--- src/rtl/spi_bridge_pkg.sv ---
// Shared types and constants for the SPI register bridge.
package spi_bridge_pkg;

  typedef enum logic [1:0] {
    S_CMD = 2'd0,
    S_WR  = 2'd1,
    S_RD  = 2'd2
  } state_t;

  localparam int BITS_SIZE_DEF = 8;
  localparam int ADDR_W_DEF    = 4;
  localparam int RW_BIT        = BITS_SIZE_DEF - 1;
  localparam int TX_IDLE       = 0;

endpackage

--- src/rtl/spi_bridge_regfile.sv ---
// Flop-based register file: SPI and host write ports (SPI wins on a shared address),
// one combinational read port, and the whole file flattened onto reg_q.
module spi_bridge_regfile #(
  parameter int bits_size = 8,
  parameter int addr_w    = 4
) (
  input  logic                              clk,
  input  logic                              reset,
  input  logic                              spi_we,
  input  logic [addr_w-1:0]                 spi_addr,
  input  logic [bits_size-1:0]              spi_wdata,
  input  logic                              host_we,
  input  logic [addr_w-1:0]                 host_addr,
  input  logic [bits_size-1:0]              host_wdata,
  input  logic [addr_w-1:0]                 rd_addr,
  output logic [bits_size-1:0]              rd_data,
  output logic [(2**addr_w)*bits_size-1:0]  reg_q
);

  localparam int NUM_REGS = 2 ** addr_w;

  generate
    for (genvar gi = 0; gi < NUM_REGS; gi++) begin : g_reg
      logic [bits_size-1:0] q_reg;

      always_ff @(posedge clk) begin
        if (reset) begin
          q_reg <= '0;
        end else if (spi_we && spi_addr == addr_w'(gi)) begin
          q_reg <= spi_wdata;
        end else if (host_we && host_addr == addr_w'(gi)) begin
          q_reg <= host_wdata;
        end
      end

      assign reg_q[gi*bits_size +: bits_size] = q_reg;
    end
  endgenerate

  assign rd_data = reg_q[rd_addr*bits_size +: bits_size];

endmodule

--- src/rtl/spi_slave_reg_bridge.sv ---
// Decodes command/address/data bytes from the SPI slave into register accesses
// and presents read data on tx_data in the same cycle the byte completes.
module spi_slave_reg_bridge
  import spi_bridge_pkg::*;
#(
  parameter int bits_size = BITS_SIZE_DEF,
  parameter int addr_w    = ADDR_W_DEF
) (
  input  logic                              clk,
  input  logic                              reset,
  input  logic                              ss,
  input  logic [bits_size-1:0]              rx_data,
  input  logic                              rx_done,
  output logic [bits_size-1:0]              tx_data,
  output logic [(2**addr_w)*bits_size-1:0]  reg_q,
  output logic                              wr_stb,
  output logic [addr_w-1:0]                 wr_addr,
  input  logic                              host_we,
  input  logic [addr_w-1:0]                 host_addr,
  input  logic [bits_size-1:0]              host_wdata,
  output logic                              busy
);

  localparam int RW_POS = RW_BIT - BITS_SIZE_DEF + bits_size;

  state_t               state_reg, state_next;
  logic                 rx_done_d_reg;
  logic                 rx_rise;
  logic                 cmd_read;
  logic [addr_w-1:0]    addr_reg, addr_next;
  logic [addr_w-1:0]    rd_addr;
  logic [bits_size-1:0] rd_data;
  logic [bits_size-1:0] tx_q_reg;
  logic                 rd_sel;
  logic                 spi_we;
  logic                 wr_stb_reg;
  logic [addr_w-1:0]    wr_addr_reg;

  assign rx_rise  = rx_done & ~rx_done_d_reg;
  assign cmd_read = rx_data[RW_POS];

  always_comb begin
    state_next = state_reg;
    addr_next  = addr_reg;
    case (state_reg)
      S_CMD: begin
        if (rx_rise) begin
          addr_next  = rx_data[addr_w-1:0];
          state_next = cmd_read ? S_RD : S_WR;
        end
      end
      S_WR, S_RD: begin
        if (rx_rise) addr_next = addr_reg + 1'b1;
      end
      default: state_next = S_CMD;
    endcase
    // A byte completing alongside ss high is still applied above; only the state resets.
    if (ss) state_next = S_CMD;
  end

  assign spi_we  = (state_reg == S_WR) && rx_rise;
  assign rd_addr = (state_reg == S_CMD) ? rx_data[addr_w-1:0] : addr_reg + 1'b1;
  assign rd_sel  = rx_rise && (((state_reg == S_CMD) && cmd_read) || (state_reg == S_RD));
  assign tx_data = rd_sel ? rd_data : tx_q_reg;

  always_ff @(posedge clk) begin
    if (reset) begin
      state_reg     <= S_CMD;
      addr_reg      <= '0;
      rx_done_d_reg <= 1'b0;
      tx_q_reg      <= bits_size'(TX_IDLE);
      wr_stb_reg    <= 1'b0;
      wr_addr_reg   <= '0;
    end else begin
      state_reg     <= state_next;
      addr_reg      <= addr_next;
      rx_done_d_reg <= rx_done;
      // Holding tx_data between bytes; idle and command phases always shift zeros.
      tx_q_reg      <= (state_next == S_CMD) ? bits_size'(TX_IDLE) : tx_data;
      wr_stb_reg    <= spi_we;
      if (spi_we) wr_addr_reg <= addr_reg;
    end
  end

  assign wr_stb  = wr_stb_reg;
  assign wr_addr = wr_addr_reg;
  assign busy    = (state_reg != S_CMD);

  spi_bridge_regfile #(
    .bits_size (bits_size),
    .addr_w    (addr_w)
  ) u_regfile (
    .clk        (clk),
    .reset      (reset),
    .spi_we     (spi_we),
    .spi_addr   (addr_reg),
    .spi_wdata  (rx_data),
    .host_we    (host_we),
    .host_addr  (host_addr),
    .host_wdata (host_wdata),
    .rd_addr    (rd_addr),
    .rd_data    (rd_data),
    .reg_q      (reg_q)
  );

endmodule
--- config.mk ---
export PLATFORM = sky130hd
export DESIGN_NAME = spi_slave_reg_bridge
export DESIGN_NICKNAME = d
export VERILOG_FILES = /design/src/rtl/spi_bridge_pkg.sv /design/src/rtl/spi_bridge_regfile.sv /design/src/rtl/spi_slave_reg_bridge.sv
export SDC_FILE = /design/constraint.sdc
export NUM_CORES = 1
export LEC_CHECK = 0
export BUFFER_PORTS_ARGS = -buffer_cell sky130_fd_sc_hd__buf_4
export CAP_MARGIN = 20
export CORE_MARGIN = 5
export CORE_UTILIZATION = 45
export CTS_BUF_LIST = sky130_fd_sc_hd__clkbuf_8
export CTS_CLUSTER_DIAMETER = 40
export CTS_CLUSTER_SIZE = 30
export DETAILED_ROUTE_END_ITERATION = 10
export PLACE_DENSITY_LB_ADDON = 0.05
export SYNTH_ARGS = -nofsm -noshare
export SYNTH_HDL_FRONTEND = slang
export SYNTH_SLANG_ARGS = --single-unit
--- constraint.sdc ---
create_clock -name clk -period 3.4 [get_ports clk]
set_input_delay 0.51 -clock clk [delete_from_list [all_inputs] [get_ports clk]]
set_output_delay 0.51 -clock clk [all_outputs]
set_load 0.01 [all_outputs]
### After elaboration in Yosys (flattened, before gate mapping)

Index checks and enable logic that the tools add are counted.

* bits of input ports: 25
* bits in registers: 148
* output and inout port bits: 142

* mux-type cells: 41
* add/sub/neg operators: 1
* equality and inequality tests: 34
* shifts and indexed selects: 1
* bitwise operators: 2
* reductions and logical operators: 61

Operator list (number)
* 8-bit 2-to-1 mux: 33
* 128-bit by 8-bit variable part select with 8-bit output: 1
* 4-bit == test (second input constant): 16
* 2-bit nonzero test: 18
* 1-bit logical AND: 35
* 4-bit by 3-bit == test with 1-bit output (second input constant): 8
* 4-bit by 2-bit == test with 1-bit output (second input constant): 4
* 4-bit 2-to-1 mux: 3
* 4-bit by 1-bit == test with 1-bit output (second input constant): 2
* 4-bit zero test: 2
* 4-bit one-hot mux with 2 select lines: 1
* 2-bit 2-to-1 mux: 3
* 4-bit by 1-bit adder with 4-bit output (second input constant): 1
* 2-bit zero test: 2
* 2-bit != test (second input constant): 2
* 2-bit one-hot mux with 2 select lines: 1
* 2-bit OR reduction: 2
* 3-bit AND reduction: 1
* 2-bit by 1-bit == test with 1-bit output (second input constant): 1
* 2-bit == test (second input constant): 1
* 1-bit bitwise AND: 1
* 1-bit logical OR: 1
* 1-bit NOT: 1

### Logic depth before layout (Yosys ltp)

* depth in word-level cells: 7
* mapped depth: 10
* gate-level depth less buffers: 8

### Modules after synthesis

From an unflattened synthesis, not the netlist that was laid out.

* cells, all modules: 1012
* area, all modules: 8375.5 sq um

Modules (own cells, without submodules)
* spi_bridge_regfile: instances 1, area an instance 7379.6 sq um, cells an instance 895
* spi_slave_reg_bridge: instances 1, area an instance 996.0 sq um, cells an instance 117

### Worst setup path after synthesis

OpenSTA, ideal clock, no wires.

* path type: register to output
* start: register state_reg[0]
* end: output port tx_data[6]
* cell stages (with the launch flop): 10
* buffers on the path: 2
* data arrival time: 2844 ps
* setup slack: 46 ps
* cells stage by stage: dfxtp_1 > inv_1 > ha_1 > clkbuf_1 > inv_2 > mux2i_2 > buf_2 > mux4_2 > a221o_1 > mux2_2

* word-level cells in the longest chain between the ends: 5

Ends and longest elaborated chain
* start: declaration: RTL line spi_slave_reg_bridge.sv:26 `state_t state_reg, state_next;`
* start signal: assignment: RTL line spi_slave_reg_bridge.sv:75 `state_reg <= state_next;`
* branches (longest 4 deep; another with 128-bit by 8-bit variable part select with 8-bit output)
* 8-bit 2-to-1 mux (*): RTL line spi_slave_reg_bridge.sv:64 `assign tx_data = rd_sel ? rd_data : tx_q_reg;`
* end: declaration: RTL line spi_slave_reg_bridge.sv:14 `output logic [bits_size-1:0] tx_data,`

Every way passes the cells marked *.

### Final worst setup path

* start: register state_reg[1]
* end: output port tx_data[6]

Same word-level chain as after synthesis.

==> impl_metrics.toml <==
[worst_setup_path]
crit_path_start = "state_reg[1]$_SDFF_PP0_"
r2r_start = "state_reg[1]$_SDFF_PP0_"
r2r_slack_ns = 0.76
crit_arrival_ns = 3.06
critPathRequiredTime_ns = 2.89
critPathLaunchType = "flop"
end_kind = "output port"
r2r-end = "tx_q_reg[6]$_SDFF_PP0_"
critPathKind = "flop to output port"
r2r_cells = 10
crit_end = "tx_data[6]"
crit_fanout = 8

[detailed_routing]
drt-vias-per-instance = 6.16
drtIter0Drc = 617
drt-wirelength-per-cell_um = 24.8
detail_route.first_pass.iterations = 6
vias = 7308
ant_nets = 0
totalWireLength_mm = 29.4
drcViolationCount = 0

[die]
fp.dieW_um = 141
pin_count = 167
initial_core_util_pct = 45.3
rows = 48
dieArea_um2 = 19900
design.core.area_um2 = 17100
die_h_um = 141

[sta]
hold_viol_final = 0
grt_setup_unrepaired = "yes"
fin_setup_tns_ns = -1.17
fin_skew_ns = 0.0157
setup_viol = 8
slew_headroom_pct = 33.0
fmax_mhz = 280
fin_crit_sh_pct = 105
worst_slew_pin_slew_ns = 1.00
finalWorstSetupSlack_ns = -0.167
holdWs_ns = 0.229
min_period_ns = 3.57
drv_slew = 0

[placement]
dp.cells = 1147
postPlaceCellArea_um2 = 9280
hpwl_mm = 20.6
place.gp.congestion = 0.895
port-buffer-count = 166

[global_routing]
grt_pass1_wl_mm = 43.7
grt_max_degree = 84
grt.overflow.total = 0
grt_pass1_vias = 7144
grt_antenna_before_repair = 0
track_usage_pct = 28.9

[clocking]
cts_root_buf = "clkbuf_8"
cts_tree = "yes"
cts_hold_buffers = 0
cts_buffers = 17
htree_levels = 4
clock_latency_ns = 0.46
path_clk_slew_ns = 0.07
cts_max_path_buffers = 2
cts_sinks = 148

[layout]
drive_gt1_share_pct = 30.5
final_cells = 1187
area_growth_pct = 27.1
nNetsFinal = 982
layout.cells.most_common = "buf_4"
final_area_um2 = 9850
layout_common_cells = "buf_4, nor2_1, dfxtp_1"
largest_reg_flops = 128
n_antenna_cell = 0

[logic_synthesis]
syn_nets = 831
synth_top_area_share_pct = 38.2
ys_types = 38
synthCells = 798
syn_area_um2 = 7750
syn_avg_cell_area_um2 = 9.71
synth_area_leaders = "dfxtp_1, mux2i_1, a211oi_1, mux4_2, nor2_1"
yosysTopAreaCell = "dfxtp_1"
yosysSeqAreaShare_pct = 38.2
yosysWarningCount = 0
synth_seq_cells = 148

[pwr]
seqPwrFrac_pct = 50.6
p_sw_share_pct = 28.3
switchingPower_uw = 1000
power_frac_comb_pct = 13.2
power.density_nw_per_um2 = 360
power.leakage_uw = 0.00409
irDropWorstVdd_mv = 0.228
clock_power_share_pct = 36.2
p_int_uw = 2540

[min_path]
hold_path.class = "input pin to flop"

[run]
drv_cap = 0

[run_status]
status = "complete, but fails checks"
violations = "negative setup slack"
==> routing by layer <==
metal | wire (um) | track usage [%] | part of all wire, %
met1 | 11500 | 36.2 | 39
met5 | 0 | 0 | 0
met4 | 1600 | 14.8 | 5.5
met3 | 2430 | 4.92 | 8.3
met2 | 13900 | 47.9 | 47
==> stage by stage <==
step / worst slack [ns] / util, % / power, uW
CTS: -0.218 / 57.4 / 3540
detailed placement: 0.0890 / 54.2 / 2270
global route: -0.266 / 57.5 / 3650
finish: -0.167 / 57.5 / 3540
floorplan: 0.0464 / - / 2080
global placement: 0.155 / 54.2 / 2260
==> critical path, stage by stage, from the launching register on <==
cell and delay, ns:
dfxtp_2 0.33, inv_2 0.05, ha_4 0.16, inv_4 0.07, mux2i_4 0.28, buf_12 0.18
mux4_2 0.53, a22o_4 0.30, a221o_1 0.30, mux2_4 0.27, buf_6 0.12
==> logic make-up after synthesis <==
logic type | Yosys count | synth area share (%)
AND/OR/NAND/NOR | 208 | 11.2
adder cells (fa/ha/maj) | 8 | 1.29
XOR/XNOR | 2 | 0.226
multiplexers | 173 | 27.7
buffers and inverters | 84 | 4.25
flip-flops | 148 | 38.2
AO/OA/AOI/OAI | 175 | 17.1
==> worst min path at each step <==
stage / start / to / slack [ns] / cells after the start
detailed placement: wr_addr[1]$_SDFFE_PP0P_ / wr_addr[1]$_SDFFE_PP0P_ / 0.45 / 2
finish: ss / state_reg[1]$_SDFF_PP0_ / 0.23 / 2
global route: ss / state_reg[1]$_SDFF_PP0_ / 0.22 / 2
CTS: ss / state_reg[1]$_SDFF_PP0_ / 0.22 / 2
floorplan: tx_q_reg[0]$_SDFF_PP0_ / tx_q_reg[0]$_SDFF_PP0_ / 0.44 / 1
global placement: wr_addr[0]$_SDFFE_PP0P_ / wr_addr[0]$_SDFFE_PP0P_ / 0.45 / 2
==> power groups by stage <==
stage          Sequential [uW]  Clock [uW]  Combinational [uW]
2_1_floorplan             1830           0                 251
3_3_place_gp              1830           0                 425
3_5_place_dp              1830           0                 436
4_1_cts                   1790        1290                 459
5_1_grt                   1790        1370                 493
6_report                  1790        1280                 467
==> Yosys cell counts <==
library cell	count
or3_1	3
a21oi_1	11
ha_1	8
clkbuf_1	61
nor3_1	2
o22ai_1	1
buf_4	1
a32oi_1	1
a221o_1	8
o21ai_0	3
o211ai_1	1
a21boi_0	1
a22o_1	16
nand3b_1	3
and2_1	1
nand2b_1	4
mux2i_1	131
inv_2	1
mux4_2	32
xor2_1	2
inv_1	7
nand3_1	14
a211oi_1	130
buf_6	1
nor3b_1	1
o21a_1	1
buf_2	2
nand2_1	17
nand4_1	4
dfxtp_1	148
mux2_2	9
a41oi_1	1
nor2b_1	7
buf_1	11
mux2i_2	1
nor2_1	151
a2111o_1	1
and3_1	1
==> area by class of cell <==
type / count / area, um^2
clock buffers: 18 / 248
flip-flops and latches: 148 / 2970
well taps: 225 / 282
multi-input cells: 566 / 4560
clock inverters: 14 / 113
repair buffers: 208 / 1650
inverters: 8 / 32.5
fillers: 1506 / 7270
==> repair_timing <==
action	CTS	global route
pin swaps	5	2
endpoints found under the setup margin	8	8
gates cloned	1	1
gates resized for setup	32	2
buffers inserted	5	2
hold endpoints to repair	0	0
No activity file was read; power rests on OpenSTA's default activity.
